===== config.mk =====
export PLATFORM = sky130hd
export DESIGN_NAME = multicycle_control_unit_flat
export DESIGN_NICKNAME = d
export VERILOG_FILES = /design/src/rtl/multicycle_control_unit_if.sv /design/src/rtl/multicycle_control_unit.sv /design/src/flat_wrapper.sv
export SDC_FILE = /design/constraint.sdc
export NUM_CORES = 1
export LEC_CHECK = 0
export ABC_AREA = 1
export CORE_UTILIZATION = 25
export CTS_BUF_LIST = sky130_fd_sc_hd__clkbuf_8
export DETAILED_ROUTE_END_ITERATION = 16
export PLACE_DENSITY = 0.6
export SLEW_MARGIN = 10
export SYNTH_ARGS = -nofsm -noshare
export SYNTH_HDL_FRONTEND = slang
export SYNTH_SLANG_ARGS = --single-unit

===== constraint.sdc =====
create_clock -name clk -period 1.3 [get_ports clk]
set_input_delay 0.26 -clock clk [delete_from_list [all_inputs] [get_ports clk]]
set_output_delay 0.26 -clock clk [all_outputs]
set_load 0.02 [all_outputs]

===== src/rtl/multicycle_control_unit_if.sv =====
// Handshake and control bundle between the multicycle control unit and its datapath/memories.
// The control unit connects through the slave modport.
interface multicycle_control_unit_if;
    logic [6:0] opcode;
    logic       imem_ready;
    logic       dmem_ready;
    logic       branch_taken;
    logic       imem_req;
    logic       ir_write;
    logic       pc_write;
    logic       pc_src;
    logic [1:0] alu_op;
    logic [1:0] alu_src_a;
    logic [1:0] alu_src_b;
    logic       mem_read;
    logic       mem_write;
    logic       reg_write;
    logic [1:0] result_src;
    logic       illegal_instr;
    logic [2:0] state;

    modport master (
        output opcode, imem_ready, dmem_ready, branch_taken,
        input  imem_req, ir_write, pc_write, pc_src, alu_op, alu_src_a, alu_src_b,
        input  mem_read, mem_write, reg_write, result_src, illegal_instr, state
    );

    modport slave (
        input  opcode, imem_ready, dmem_ready, branch_taken,
        output imem_req, ir_write, pc_write, pc_src, alu_op, alu_src_a, alu_src_b,
        output mem_read, mem_write, reg_write, result_src, illegal_instr, state
    );
endinterface


===== src/rtl/multicycle_control_unit.sv =====
// FETCH/DECODE/EXEC/MEM/WB control FSM for a multicycle RV32I-style datapath.
// Outputs decode from the state and the instruction class latched in DECODE.
module multicycle_control_unit #(
    parameter bit ENABLE_JUMPS    = 1'b1,
    parameter bit ENABLE_UTYPE    = 1'b1,
    parameter bit HALT_ON_ILLEGAL = 1'b1
) (
    input logic                      clk,
    input logic                      rst,
    multicycle_control_unit_if.slave io_bus
);

    typedef enum logic [2:0] {
        StFetch  = 3'd0,
        StDecode = 3'd1,
        StExec   = 3'd2,
        StMem    = 3'd3,
        StWb     = 3'd4,
        StHalt   = 3'd5
    } state_e;

    typedef enum logic [3:0] {
        ClsNone, ClsR, ClsIAlu, ClsLoad, ClsStore, ClsBranch, ClsJal, ClsJalr, ClsLui, ClsAuipc
    } cls_e;

    state_e r_state;
    cls_e   r_cls;
    cls_e   w_dec_cls;

    always_comb begin
        w_dec_cls = ClsNone;
        case (io_bus.opcode)
            7'b0110011: w_dec_cls = ClsR;
            7'b0010011: w_dec_cls = ClsIAlu;
            7'b0000011: w_dec_cls = ClsLoad;
            7'b0100011: w_dec_cls = ClsStore;
            7'b1100011: w_dec_cls = ClsBranch;
            7'b1101111: w_dec_cls = ENABLE_JUMPS ? ClsJal : ClsNone;
            7'b1100111: w_dec_cls = ENABLE_JUMPS ? ClsJalr : ClsNone;
            7'b0110111: w_dec_cls = ENABLE_UTYPE ? ClsLui : ClsNone;
            7'b0010111: w_dec_cls = ENABLE_UTYPE ? ClsAuipc : ClsNone;
            default:    w_dec_cls = ClsNone;
        endcase
    end

    always_ff @(posedge clk or posedge rst) begin
        if (rst) begin
            r_state <= StFetch;
            r_cls   <= ClsNone;
        end else begin
            case (r_state)
                StFetch: begin
                    if (io_bus.imem_ready) r_state <= StDecode;
                end
                StDecode: begin
                    r_cls <= w_dec_cls;
                    if (w_dec_cls == ClsNone) r_state <= HALT_ON_ILLEGAL ? StHalt : StFetch;
                    else                      r_state <= StExec;
                end
                StExec: begin
                    case (r_cls)
                        ClsLoad, ClsStore: r_state <= StMem;
                        ClsBranch, ClsNone: r_state <= StFetch;
                        default:           r_state <= StWb;
                    endcase
                end
                StMem: begin
                    if (io_bus.dmem_ready) r_state <= (r_cls == ClsLoad) ? StWb : StFetch;
                end
                StWb:    r_state <= StFetch;
                StHalt:  r_state <= StHalt;
                default: r_state <= StFetch;
            endcase
        end
    end

    assign io_bus.state = r_state;

    // rst gates every output so reset silences the bus without waiting for an edge.
    always_comb begin
        io_bus.imem_req      = 1'b0;
        io_bus.ir_write      = 1'b0;
        io_bus.pc_write      = 1'b0;
        io_bus.pc_src        = 1'b0;
        io_bus.alu_op        = 2'b00;
        io_bus.alu_src_a     = 2'b00;
        io_bus.alu_src_b     = 2'b00;
        io_bus.mem_read      = 1'b0;
        io_bus.mem_write     = 1'b0;
        io_bus.reg_write     = 1'b0;
        io_bus.result_src    = 2'b00;
        io_bus.illegal_instr = 1'b0;
        if (!rst) begin
            case (r_state)
                StFetch: begin
                    io_bus.imem_req = 1'b1;
                    if (io_bus.imem_ready) begin
                        io_bus.ir_write  = 1'b1;
                        io_bus.pc_write  = 1'b1;
                        io_bus.alu_src_b = 2'b10;
                    end
                end
                StDecode: io_bus.illegal_instr = (w_dec_cls == ClsNone);
                StExec: begin
                    case (r_cls)
                        ClsR: begin
                            io_bus.alu_src_a = 2'b01;
                            io_bus.alu_op    = 2'b10;
                        end
                        ClsIAlu: begin
                            io_bus.alu_src_a = 2'b01;
                            io_bus.alu_src_b = 2'b01;
                            io_bus.alu_op    = 2'b10;
                        end
                        ClsLoad, ClsStore: begin
                            io_bus.alu_src_a = 2'b01;
                            io_bus.alu_src_b = 2'b01;
                        end
                        ClsBranch: begin
                            io_bus.alu_src_a = 2'b01;
                            io_bus.alu_op    = 2'b01;
                            io_bus.pc_src    = 1'b1;
                            io_bus.pc_write  = io_bus.branch_taken;
                        end
                        ClsJal: begin
                            io_bus.pc_write = 1'b1;
                            io_bus.pc_src   = 1'b1;
                        end
                        ClsJalr: begin
                            io_bus.alu_src_a = 2'b01;
                            io_bus.alu_src_b = 2'b01;
                            io_bus.pc_write  = 1'b1;
                        end
                        ClsLui: begin
                            io_bus.alu_src_a = 2'b10;
                            io_bus.alu_src_b = 2'b01;
                        end
                        ClsAuipc: begin
                            io_bus.alu_src_a = 2'b11;
                            io_bus.alu_src_b = 2'b01;
                        end
                        default: ;
                    endcase
                end
                StMem: begin
                    io_bus.mem_read  = (r_cls == ClsLoad);
                    io_bus.mem_write = (r_cls == ClsStore);
                end
                StWb: begin
                    io_bus.reg_write = 1'b1;
                    if (r_cls == ClsLoad)                           io_bus.result_src = 2'b01;
                    else if (r_cls == ClsJal || r_cls == ClsJalr)   io_bus.result_src = 2'b10;
                end
                StHalt:  io_bus.illegal_instr = 1'b1;
                default: ;
            endcase
        end
    end

endmodule


===== src/flat_wrapper.sv =====
// flat-port wrapper written by rule: the top's interface ports become plain ports
module multicycle_control_unit_flat 
#(
    parameter bit ENABLE_JUMPS    = 1'b1,
    parameter bit ENABLE_UTYPE    = 1'b1,
    parameter bit HALT_ON_ILLEGAL = 1'b1
)
  (clk, rst, io_bus_opcode, io_bus_imem_ready, io_bus_dmem_ready, io_bus_branch_taken, io_bus_imem_req, io_bus_ir_write, io_bus_pc_write, io_bus_pc_src, io_bus_alu_op, io_bus_alu_src_a, io_bus_alu_src_b, io_bus_mem_read, io_bus_mem_write, io_bus_reg_write, io_bus_result_src, io_bus_illegal_instr, io_bus_state);
  multicycle_control_unit_if io_bus_i ();
  input logic clk;
  input logic rst;
  input wire logic [$bits(io_bus_i.opcode)-1:0] io_bus_opcode;
  input wire logic [$bits(io_bus_i.imem_ready)-1:0] io_bus_imem_ready;
  input wire logic [$bits(io_bus_i.dmem_ready)-1:0] io_bus_dmem_ready;
  input wire logic [$bits(io_bus_i.branch_taken)-1:0] io_bus_branch_taken;
  output wire logic [$bits(io_bus_i.imem_req)-1:0] io_bus_imem_req;
  output wire logic [$bits(io_bus_i.ir_write)-1:0] io_bus_ir_write;
  output wire logic [$bits(io_bus_i.pc_write)-1:0] io_bus_pc_write;
  output wire logic [$bits(io_bus_i.pc_src)-1:0] io_bus_pc_src;
  output wire logic [$bits(io_bus_i.alu_op)-1:0] io_bus_alu_op;
  output wire logic [$bits(io_bus_i.alu_src_a)-1:0] io_bus_alu_src_a;
  output wire logic [$bits(io_bus_i.alu_src_b)-1:0] io_bus_alu_src_b;
  output wire logic [$bits(io_bus_i.mem_read)-1:0] io_bus_mem_read;
  output wire logic [$bits(io_bus_i.mem_write)-1:0] io_bus_mem_write;
  output wire logic [$bits(io_bus_i.reg_write)-1:0] io_bus_reg_write;
  output wire logic [$bits(io_bus_i.result_src)-1:0] io_bus_result_src;
  output wire logic [$bits(io_bus_i.illegal_instr)-1:0] io_bus_illegal_instr;
  output wire logic [$bits(io_bus_i.state)-1:0] io_bus_state;
  assign io_bus_i.opcode = io_bus_opcode;
  assign io_bus_i.imem_ready = io_bus_imem_ready;
  assign io_bus_i.dmem_ready = io_bus_dmem_ready;
  assign io_bus_i.branch_taken = io_bus_branch_taken;
  assign io_bus_imem_req = io_bus_i.imem_req;
  assign io_bus_ir_write = io_bus_i.ir_write;
  assign io_bus_pc_write = io_bus_i.pc_write;
  assign io_bus_pc_src = io_bus_i.pc_src;
  assign io_bus_alu_op = io_bus_i.alu_op;
  assign io_bus_alu_src_a = io_bus_i.alu_src_a;
  assign io_bus_alu_src_b = io_bus_i.alu_src_b;
  assign io_bus_mem_read = io_bus_i.mem_read;
  assign io_bus_mem_write = io_bus_i.mem_write;
  assign io_bus_reg_write = io_bus_i.reg_write;
  assign io_bus_result_src = io_bus_i.result_src;
  assign io_bus_illegal_instr = io_bus_i.illegal_instr;
  assign io_bus_state = io_bus_i.state;
  multicycle_control_unit #(.ENABLE_JUMPS(ENABLE_JUMPS), .ENABLE_UTYPE(ENABLE_UTYPE), .HALT_ON_ILLEGAL(HALT_ON_ILLEGAL)) u_core (.clk(clk), .rst(rst), .io_bus(io_bus_i));
endmodule

==> results of run 1 <==
path summary, 6_finish.rpt:
check | start | endpoint | slack (ps) | depth (start not counted)
max in group asynchronous | rst | u_core.r_cls[1]$_DFFE_PP0P_ | 900 | 5
worst min register to register | u_core.r_cls[0]$_DFFE_PP0P_ | u_core.r_cls[0]$_DFFE_PP0P_ | 730 | 3
min in group clk | io_bus_opcode[3] | u_core.r_cls[3]$_DFFE_PP0P_ | 500 | 5
worst max-delay path | u_core.r_cls[2]$_DFFE_PP0P_ | io_bus_alu_src_b[0] | -390 | 7
worst max register to register | u_core.io_bus.state[1]$_DFFE_PP0P_ | u_core.io_bus.state[2]$_DFFE_PP0P_ | -240 | 11
worst min-delay path | rst | u_core.io_bus.state[1]$_DFFE_PP0P_ | 180 | 4
power groups by stage:
stage          Clock [mW]  Sequential [mW]  Combinational, mW
6_report            0.291            0.343               1.40
4_1_cts             0.291            0.337               1.31
5_1_grt             0.305            0.351               1.51
3_5_place_dp            0            0.325               1.20
3_3_place_gp            0            0.321               1.19
2_1_floorplan           0            0.387              0.555
per-layer routing:
layer	wire [um]	share of wire (%)	track usage, %	up-vias
met5	0	0	0	-
met4	69	2.5	8.974	0
met1	1034	38	21.13	518
met2	1490	54	41.26	38
li1	-	-	-	563
met3	152	5.5	1.944	10
cell usage after synthesis:
| master | instances | area [um^2] |
|---|---|---|
| a21oi_1 | 2 | 10.01 |
| a22oi_1 | 1 | 7.510 |
| clkbuf_1 | 1 | 3.750 |
| dfrtp_1 | 7 | 175.2 |
| inv_1 | 20 | 75.07 |
| inv_2 | 3 | 11.26 |
| nand2_1 | 22 | 82.58 |
| nand2_2 | 1 | 6.260 |
| nand3_1 | 11 | 55.05 |
| nand3_2 | 1 | 10.01 |
| nand4_1 | 1 | 6.260 |
| nand4_2 | 1 | 12.51 |
| nor2_1 | 23 | 86.33 |
| nor2_2 | 1 | 6.260 |
| nor2_4 | 1 | 11.26 |
| nor3_1 | 6 | 30.03 |
| nor3_2 | 1 | 10.01 |
| o211ai_1 | 2 | 15.01 |
| o21ai_0 | 10 | 50.05 |
| o221ai_1 | 1 | 8.760 |
| o32ai_1 | 1 | 8.760 |
| or2_1 | 1 | 6.260 |
cell families (layout without fill, tap and decap cells):
| group | Yosys count | count (layout) |
|---|---|---|
| DFF | 7 | 7 |
| and+or+nand+nor | 70 | 70 |
| AOI/OAI and AO/OA | 17 | 17 |
| buffers and inverters | 24 | 114 |
critical path, stage by stage, from the launching register on:
cell	delay, ps
dfrtp_1	370
inv_2	80
nor2_4	160
inv_4	70
o221ai_2	160
nor2_1	90
nor2_2	150
buf_6	130
flip-flops by register name, summed over array words and instances, names as in the netlist:
name                 count
u_core.r_cls             4
u_core.io_bus.state      3
metrics by stage:
stage	power, mW	util [%]	TNS [ps]	cell area, um^2	hold slack (ps)
finish	2.035	69.47	-5743	1768	183.5
global route	2.170	69.47	-7003	1768	196.2
CTS	1.939	66.27	-5133	1687	503.1
detailed placement	1.524	57.28	-13110	1458	664.6
global placement	1.508	57.28	-12610	1458	654.8
floorplan	0.9417	-	-1132	812.0	270.7
repair_timing:
action / CTS / global route
pin swaps: 20 / 12
setup buffers: 15 / 4
setup endpoints to repair: 23 / 22
endpoints found under the hold margin: 0 / 0
gates resized for setup: 158 / 23
final cells by class:
class	count	area, um^2
fillers	213	777.0
multi-input cells	87	661.9
inverters	23	96.34
clock inverters	1	3.754
repair buffers	87	747.0
clock buffers	3	41.29
flip-flops and latches	7	180.2
well taps	30	37.54
==> reports/metrics.csv, run 1 <==
stage,metric,value,unit
layout,post-route non-filler standard cell count,238,
layout,area delta synth->final,156.9,%
clock_network,CTS Hold Bufs,0,
timing,fmax,591.2,MHz
pwr,Comb pwr share,68.8,%
timing,RSZ-0062 raised after global routing,true,
placed_design,hpwl dp,1.885,mm
global_routing,largest net degree at the start of global routing,10,
floorplanning,Ports,31,
worst_setup_path,crit start category,flop,
job,MaxCap Viol Count,0,
synth,Synth Cell Area,688.2,um^2
clock_network,clk buf depth,2,
clock_network,clk_lat worst skew,220,ps
synth,largest family of logic cells by synthesized area,simple AND/OR/NAND/NOR gates,
synth,#FFs+latches synth,7,
detailed_routing,vias per cell,4.744,
synth,Post-Synth Adder-Cell Area,0,%
synth,Yosys Warn Count,0,
synth,post-synthesis instance total,118,
synth,Synth Area in Compound Gates,14.55,%
global_routing,initial antenna violation count,0,
placed_design,Final Wtd Congestion,0.8771,
layout,layout cells sized above 1,71.63,%
run_status,outcome,"complete, but fails checks",
layout,"most common cell after layout, fill and taps aside",buf_4,
clock_network,clock root buffer,clkbuf_8,
floorplanning,core area,2545,um^2
detailed_routing,vias,1129,
pwr,Power Dens Cells,1151,nW/um^2
pwr,Leakage,0.8469,nW
global_routing,GRT Total Usage,20.63,%
pwr,cell internal pwr,1.144,mW
worst_setup_path,worst path arrival time,1430,ps
synth,xor and xnor fraction of the mapped netlist area,0,%
pwr,Worst VDD drop,1081,uV
worst_setup_path,CP max FO,4,
timing,Clock Skews,1.968,ps
clock_network,CTS tree,built,
pwr,switching power,0.8907,mW
worst_hold_path,worst min path class,in2async,
clock_network,clock-pin slew on the worst setup and hold paths,40,ps
worst_setup_path,CP required,1040,ps
worst_setup_path,CP endpoint kind,output port,
clock_network,CTS Sinks,7,
detailed_routing,post-route ant nets,0,
clock_network,CTS buffer count,3,
clock_network,htree depth,1,
synth,sequential fraction of the synthesis area,25.45,%
global_routing,first-pass GRT wire length,4.367,mm
timing,Final Hold Vio Count,0,
layout,NumNets Final,221,
detailed_routing,final wirelength,2.747,mm
layout,most frequent cells in the layout,"buf_4 (55), buf_6 (19), inv_2 (13), nand2_1 (13), nor2_1 (10)",
timing,period utilisation layout,130.1,%
global_routing,number of global-route vias before repair,1119,
pwr,switch share,43.78,%
synth,Mapped Nets,130,
detailed_routing,Starting DRT DRC Count,6,
layout,antenna cells,0,
placed_design,Place WS,-1088,ps
timing,fin. max-slew vios,0,
floorplanning,Rows,18,
global_routing,grt total ovfl,0,
timing,Worst Max-Slew Pin Slew,267.9,ps
worst_setup_path,CP Class,reg2out,
detailed_routing,post-detailed-route DRC marker count,0,
timing,Finish-stage setup viols,19,
placed_design,I/O Buffers,30,
run_status,failing checks,negative setup slack,
timing,Slew HR,82.06,%
placed_design,Placed Cells,217,
synth,syn avg cell area,5.832,um^2
timing,Final WS setup,-391.4,ps
synth,Synth Area in Simple Gates,46.91,%
synth,synth unique cells,22,
synth,post-synthesis mux area share,0,%
floorplanning,die area,2966,um^2
floorplanning,Chip Height,54.47,um
timing,Period minus WS final,1691,ps
floorplanning,initial core utilization,27.04,%
pwr,Clock Power Share,14.3,%
floorplanning,Die W,54.47,um
detailed_routing,DRT Pass-1 Iters,4,
detailed_routing,WL/cell,11.54,um
pwr,part of the power in registers,16.9,%
Note: power is estimated with default switching activity, not from simulation.
==> inputs of run 2 (changes only) <==
--- a/config.mk
+++ b/config.mk
@@ -5,11 +5,11 @@
 export SDC_FILE = /design/constraint.sdc
 export NUM_CORES = 1
 export LEC_CHECK = 0
-export ABC_AREA = 1
+export CORE_MARGIN = 2
 export CORE_UTILIZATION = 25
 export CTS_BUF_LIST = sky130_fd_sc_hd__clkbuf_8
 export DETAILED_ROUTE_END_ITERATION = 16
-export PLACE_DENSITY = 0.6
+export PLACE_DENSITY = 0.58
 export SLEW_MARGIN = 10
 export SYNTH_ARGS = -nofsm -noshare
 export SYNTH_HDL_FRONTEND = slang
==> reports/metrics.csv, run 2 <==
stage,metric,value,unit
run_status,outcome,"complete, but fails checks",
run_status,failing checks,negative setup slack,
timing,period utilisation layout,140.1,%
synth,Post-synth top cells,"nand2_1 (10), nor2_1 (9), dfrtp_1 (7)",
job,MaxCap Viol Count,0,
detailed_routing,Starting DRT DRC Count,29,
clock_network,CTS tree,built,
timing,RSZ-0062 raised after global routing,true,
global_routing,GRT busiest layer,met2,
timing,Slew HR,79.79,%
global_routing,GR Util met3,1.310,%
floorplanning,Rows,20,
floorplanning,Ports,31,
floorplanning,Chip Height,59.57,um
pwr,Power Dens Cells,1166,nW/um^2
placed_design,Final Wtd Congestion,0.7654,
clock_network,clock-pin slew on the worst setup and hold paths,40,ps
synth,"Top FF cell, synth",dfrtp_1,
clock_network,CTS buffer count,3,
worst_setup_path,R2R depth,6,
floorplanning,Die W,59.57,um
timing,Final Hold Vio Count,0,
layout,Largest register FFs,4,
synth,Synth Cell Area,772.0,um^2
timing,Clock Skews,1.992,ps
timing,Final WS setup,-521.9,ps
global_routing,largest net degree at the start of global routing,12,
worst_setup_path,worst path arrival time,1560,ps
layout,area delta synth->final,111.0,%
synth,asr flop ratio synth,100.0,%
floorplanning,die area,3549,um^2
floorplanning,core area,3003,um^2
synth,"count leader, synth",nand2_1,
layout,"most common cell after layout, fill and taps aside",buf_4,
synth,post-synthesis instance total,92,
layout,post-route non-filler standard cell count,193,
synth,sequential fraction of the synthesis area,22.69,%
timing,Period minus WS final,1822,ps
synth,syn avg cell area,8.391,um^2
worst_setup_path,CP endpoint kind,output port,
worst_setup_path,worst r2r src,u_core.io_bus.state[2]$_DFFE_PP0P_,
timing,Worst Max-Slew Pin Slew,301.0,ps
clock_network,CTS Hold Bufs,0,
global_routing,number of global-route vias before repair,910,
synth,#FFs+latches synth,7,
pwr,Leakage,0.7282,nW
detailed_routing,post-detailed-route DRC marker count,0,
timing,fmax,548.9,MHz
clock_network,clk_lat worst skew,230,ps
synth,synth unique cells,41,
global_routing,first-pass GRT wire length,3.898,mm
floorplanning,initial core utilization,25.71,%
synth,Synth top area share,22.69,%
worst_setup_path,reg2reg end,u_core.r_cls[3]$_DFFE_PP0P_,
global_routing,met2 usage,25.59,%
synth,Yosys Warn Count,0,
layout,NumNets Final,173,
synth,ranking of synthesized cells by area,"dfrtp_1 (23%), nand2_1 (4.9%), nor2_1 (4.4%)",
timing,fin. max-slew vios,0,
synth,number of flops mapped to enable cells by yosys,0,
worst_setup_path,CP Class,reg2out,
worst_setup_path,"setup slack, reg-to-reg",-230,ps
detailed_routing,post-route ant nets,0,
worst_setup_path,CP max FO,4,
clock_network,htree depth,1,
worst_setup_path,crit start category,flop,
detailed_routing,final wirelength,2.355,mm
clock_network,CTS Sinks,7,
detailed_routing,vias per cell,4.839,
timing,Finish-stage setup viols,23,
placed_design,hpwl dp,1.869,mm
worst_setup_path,CP required,1040,ps
pwr,Worst VDD drop,712.2,uV
clock_network,clock root buffer,clkbuf_8,
worst_setup_path,crit path launch,u_core.io_bus.state[0]$_DFFE_PP0P_,
timing,WHS,290.3,ps
global_routing,GR Util met1,17.22,%
synth,Mapped Nets,104,
layout,most frequent cells in the layout,"buf_4 (37), buf_6 (18), nand2_1 (9)",
detailed_routing,vias,934,
placed_design,I/O Buffers,30,
synth,leading area contributor after synthesis,dfrtp_1,
global_routing,GRT Total Usage,14.36,%
global_routing,initial antenna violation count,0,
clock_network,clk buf depth,2,
detailed_routing,WL/cell,12.20,um
layout,antenna cells,0,
worst_hold_path,worst min path class,in2async,
placed_design,Placed Cells,185,
detailed_routing,DRT Pass-1 Iters,3,
layout,Top reg by flops,u_core.r_cls,
global_routing,grt total ovfl,0,
layout,layout cells sized above 1,60.62,%
-- run 2: cell types whose count changed in the layout (fill, tap and decap cells not counted), moves of 7 or more --
cell | before | now
inv_2 | 13 | 0
nor2_2 | 9 | 1
buf_4 | 55 | 37
nand2_2 | 8 | 1
nand3_1 | 7 | 0
-- run 2: cells by family (layout without fill, tap and decap cells) --
logic type | Yosys count | after routing | share of synthesized area (%)
buffers and inverters | 7 | 75 | 5.187
DFF | 7 | 7 | 22.69
and+or+nand+nor | 51 | 51 | 43.93
xor gates and xnor gates | 4 | 4 | 4.539
AOI/OAI and AO/OA | 23 | 23 | 23.66
-- run 2: repair_timing --
action | in CTS | in global routing
setup buffers | 2 | 2
pin swaps | 14 | 2
gates resized for setup | 123 | 4
setup endpoints to repair | 26 | 25
-- run 2: worst max-delay path by stage --
stage | end | slack [ps] | cells after the start
6_report | io_bus_alu_src_a[1] | -520 | 5
5_1_grt | io_bus_illegal_instr | -570 | 6
4_1_cts | io_bus_alu_src_a[1] | -540 | 5
3_5_place_dp | io_bus_alu_op[0] | -1120 | 5
3_3_place_gp | io_bus_alu_src_a[1] | -1060 | 5
2_1_floorplan | io_bus_pc_write | -310 | 3
-- run 2: layout make-up --
type                       instances  area [um^2]
sequential                         7        181.4
inverter                           2        7.507
clock buffer                       3        41.29
clock inverter                     1        3.754
timing repair buffer              69        606.8
multi-input combinational         78        747.0
fill                             293         1374
tap                               33        41.29
-- run 2: stage by stage --
stage	setup slack, ps	total power [mW]	TNS [ps]	cell area, um^2	util, %
floorplan	-314.0	0.9738	-2764	898.4	-
global placement	-1061	1.480	-17900	1469	48.92
detailed placement	-1118	1.493	-18480	1469	48.92
CTS	-536.5	1.885	-7475	1594	53.08
global route	-574.9	2.019	-9250	1629	54.25
finish	-521.9	1.900	-7759	1629	54.25
-- run 2: per-layer routing --
| layer | share of wire (%) | wire (um) | up-vias |
|---|---|---|---|
| li1 | - | - | 475 |
| met1 | 42 | 982 | 424 |
| met2 | 52 | 1219 | 30 |
| met3 | 4.6 | 108 | 5 |
| met4 | 1.9 | 44 | 0 |
| met5 | 0 | 0 | - |
-- run 2: worst max-delay path, stage by stage, from the launching register on --
cell and delay (ps):
dfrtp_2 430, nor4b_4 340, buf_4 180, buf_6 100
and3_4 170, buf_6 110
-- run 2: power breakdown --
group | switching, mW | internal [mW]
Sequential | 0.0921 | 0.280
Combinational | 0.558 | 0.671
Clock | 0.0946 | 0.204
==> RTL edit, RTL diff (config.mk and constraints of run 1) <==
Re-encode `cls_e` (10 values) as Gray code, 4 bits wide.
--- a/src/rtl/multicycle_control_unit.sv
+++ b/src/rtl/multicycle_control_unit.sv
@@ -21,5 +21,5 @@
 
     typedef enum logic [3:0] {
-        ClsNone, ClsR, ClsIAlu, ClsLoad, ClsStore, ClsBranch, ClsJal, ClsJalr, ClsLui, ClsAuipc
+        ClsNone = 4'b0000, ClsR = 4'b0001, ClsIAlu = 4'b0011, ClsLoad = 4'b0010, ClsStore = 4'b0110, ClsBranch = 4'b0111, ClsJal = 4'b0101, ClsJalr = 4'b0100, ClsLui = 4'b1100, ClsAuipc = 4'b1101
     } cls_e;
 
Check against the original RTL: same outputs for any inputs over 10 cycles, from zero or initial values and one cycle with rst high; not proved beyond that.
==> RTL edit against run 1 <==
The flow still finishes with violations (negative setup slack). First-iteration DRC count rose by 17%. Design area fell by 7.4%. Core utilization fell by 4.5 points. Clock power rose by 2%. Sequential cell count did not move. Global-route usage fell by 2.4 points. Power rose by 11%. Area after synthesis fell by 1.1%. Worst setup slack improved by 0.0062 ns. Wire length fell by 4.4%. Non-clock buffer count fell by 14. Critical path type unchanged. Critical endpoint is now io_bus_pc_write. Largest power group unchanged. Highest routed layer unchanged.
==> RTL edit: results (changes against run 1) <==
stage,metric,value,unit,change
cells_and_area,regMostFlops,u_core.r_cls,,unchanged
yosys,synth_xor_area_share,0,%,unchanged
route,dr.pass1.iters,6,,was 4
timing,maxSlewHeadroom,85.29,%,was 82.06%
clocking,cts_root_buf,clkbuf_8,,unchanged
yosys,yosysUniqueCellTypes,22,,unchanged
route,routed_wl,2.625,mm,was 2.747 mm
clocking,clock_path_buffers,2,,unchanged
yosys,synth_area_leaders,"dfrtp_1 26%, nand2_1 13%, nor2_1 13%, inv_1 11%, nor3_1 5.1%",,"was dfrtp_1 25%, nor2_1 13%, nand2_1 12%, inv_1 11%, nand3_1 8.0%"
timing,finalSetupTns,-4.915,ns,was -5.743 ns
placed_design,gp_congestion,0.8056,,was 0.8771
hold_path,timing.hold.worst.class,in -> async,,unchanged
run_status,violations,negative setup slack,,unchanged
clocking,clock_latency,0.23,ns,
placed_design,portBuffers,30,,unchanged
clocking,htreeDepth,1,,unchanged
yosys,synth_compound_area_share,13.05,%,was 14.55%
worst_setup_path,slowest_stage,dfrtp_2,,was dfrtp_1
global_routing,grt_pass1_wl,3.829,mm,was 4.367 mm
cells_and_area,antenna_cells,0,,unchanged
cells_and_area,largest_register_ffs,4,,unchanged
global_routing,grt_usage,18.25,%,was 20.63%
timing,finalSetupViolCount,18,,was 19
run_status,status,finished with violations,,unchanged
global_routing,grt_max_degree,8,,was 10
clocking,path_clk_slew,0.04,ns,about the same
yosys,yosysSeqAreaShare,25.74,%,was 25.45%
worst_setup_path,worstPathArrival,1.43,ns,about the same
yosys,yosysWarnings,0,,unchanged
yosys,yosys.area_share.adder,0,%,unchanged
route,viasPerCell,4.614,,was 4.744
clocking,hold_buffers,0,,unchanged
yosys,yosys-top-cells-count,"24 x nand2_1, 23 x nor2_1, 20 x inv_1",,"was 23 x nor2_1, 22 x nand2_1, 20 x inv_1, 11 x nand3_1, 10 x o21ai_0"
route,drtIter0Drc,7,,was 6
timing,skew,0.003224,ns,was 0.001968 ns
yosys,mappedNetlistNets,128,,was 130
worst_setup_path,critPathMaxFanout,7,,was 4
pwr,p_leak,0.8168,nW,was 0.8469 nW
cells_and_area,nets,206,,was 221
worst_setup_path,cpPeakStageDelay,0.41,ns,was 0.37 ns
yosys,async_reset_ff_share,100.0,%,unchanged
yosys,synthMuxAreaShare,0,%,unchanged
global_routing,antenna_found_initial,0,,unchanged
cells_and_area,drive_gt1_share,63.73,%,was 71.63%
global_routing,grt_pass1_vias,938,,was 1119
pwr,ir_worst_vdd,1.205,mV,was 1.081 mV
placed_design,detailed_place_hpwl,1.900,mm,was 1.885 mm
clocking,cts_buffers,3,,unchanged
worst_setup_path,cp_top_family,simple AND/OR/NAND/NOR gates,,unchanged
timing,layout_setup_ws,-0.3852,ns,was -0.3914 ns
==> RTL edit: layout make-up <==
cell class / instances / area, sq um
tap: 30 / 37.54
inverter: 22 / 82.58
multi-input combinational: 87 / 668.1
clock buffer: 3 / 41.29
fill: 226 / 884.6
timing repair buffer: 73 / 623.1
clock inverter: 1 / 3.754
sequential: 7 / 181.4
==> RTL edit: worst reg2reg max path, stage by stage, from the launching register on <==
cell and delay, ns:
dfrtp_2 0.44, nor2_2 0.12, inv_2 0.06, nor2_4 0.15, buf_4 0.14, buf_4 0.10, buf_4 0.11, nor2_4 0.03
nand3_2 0.06, nand2_2 0.05, nand2_1 0.05
==> RTL edit: routing by layer <==
layer	wire length (microns)	GRT usage (%)	part of all wire (%)	up-vias
met3	87	1.130	3.3	6
li1	-	-	-	533
met2	1441	34.76	55	27
met1	1055	20.40	40	463
met4	41	7.692	1.6	0
met5	0	0	0	-
==> RTL edit: final timing paths <==
kind	start	to	slack [ns]	cells past startpoint
min in group clk	io_bus_opcode[4]	u_core.r_cls[0]$_DFFE_PP0P_	0.60	5
worst min-delay path	rst	u_core.io_bus.state[2]$_DFFE_PP0P_	0.24	3
max in group asynchronous	rst	u_core.r_cls[2]$_DFFE_PP0P_	0.79	4
worst max register to register	u_core.io_bus.state[0]$_DFFE_PP0P_	u_core.io_bus.state[0]$_DFFE_PP0P_	-0.09	10
worst max-delay path	u_core.io_bus.state[2]$_DFFE_PP0P_	io_bus_pc_write	-0.39	7
worst min register to register	u_core.r_cls[3]$_DFFE_PP0P_	u_core.r_cls[3]$_DFFE_PP0P_	0.62	3
==> RTL edit: stage by stage <==
stage | setup WS (ns) | instance area, sq um | std cells | power (mW)
6_report | -0.3852 | 1638 | 223 | 2.267
3_5_place_dp | -1.086 | 1378 | 212 | 1.519
5_1_grt | -0.4606 | 1638 | 223 | 2.422
4_1_cts | -0.3935 | 1523 | 222 | 2.039
2_1_floorplan | -0.3487 | 769.5 | 116 | 0.9191
3_3_place_gp | -1.043 | 1378 | 212 | 1.498
==> RTL edit: kinds of logic after synthesis <==
group | Yosys count
and+or+nand+nor | 72
buffers and inverters | 22
AOI/OAI and AO/OA | 15
DFF | 7
==> RTL edit: what timing repair did <==
item / CTS / global route
setup buffers: 6 / 2
gates resized for setup: 136 / 36
pin swaps: 11 / 17
setup endpoints to repair: 23 / 22
==> RTL edit: where the power goes <==
group / leakage [nW] / internal [mW] / switching, mW
Clock: 0.0269 / 0.204 / 0.0934
Combinational: 0.704 / 0.762 / 0.852
Sequential: 0.0862 / 0.280 / 0.0754
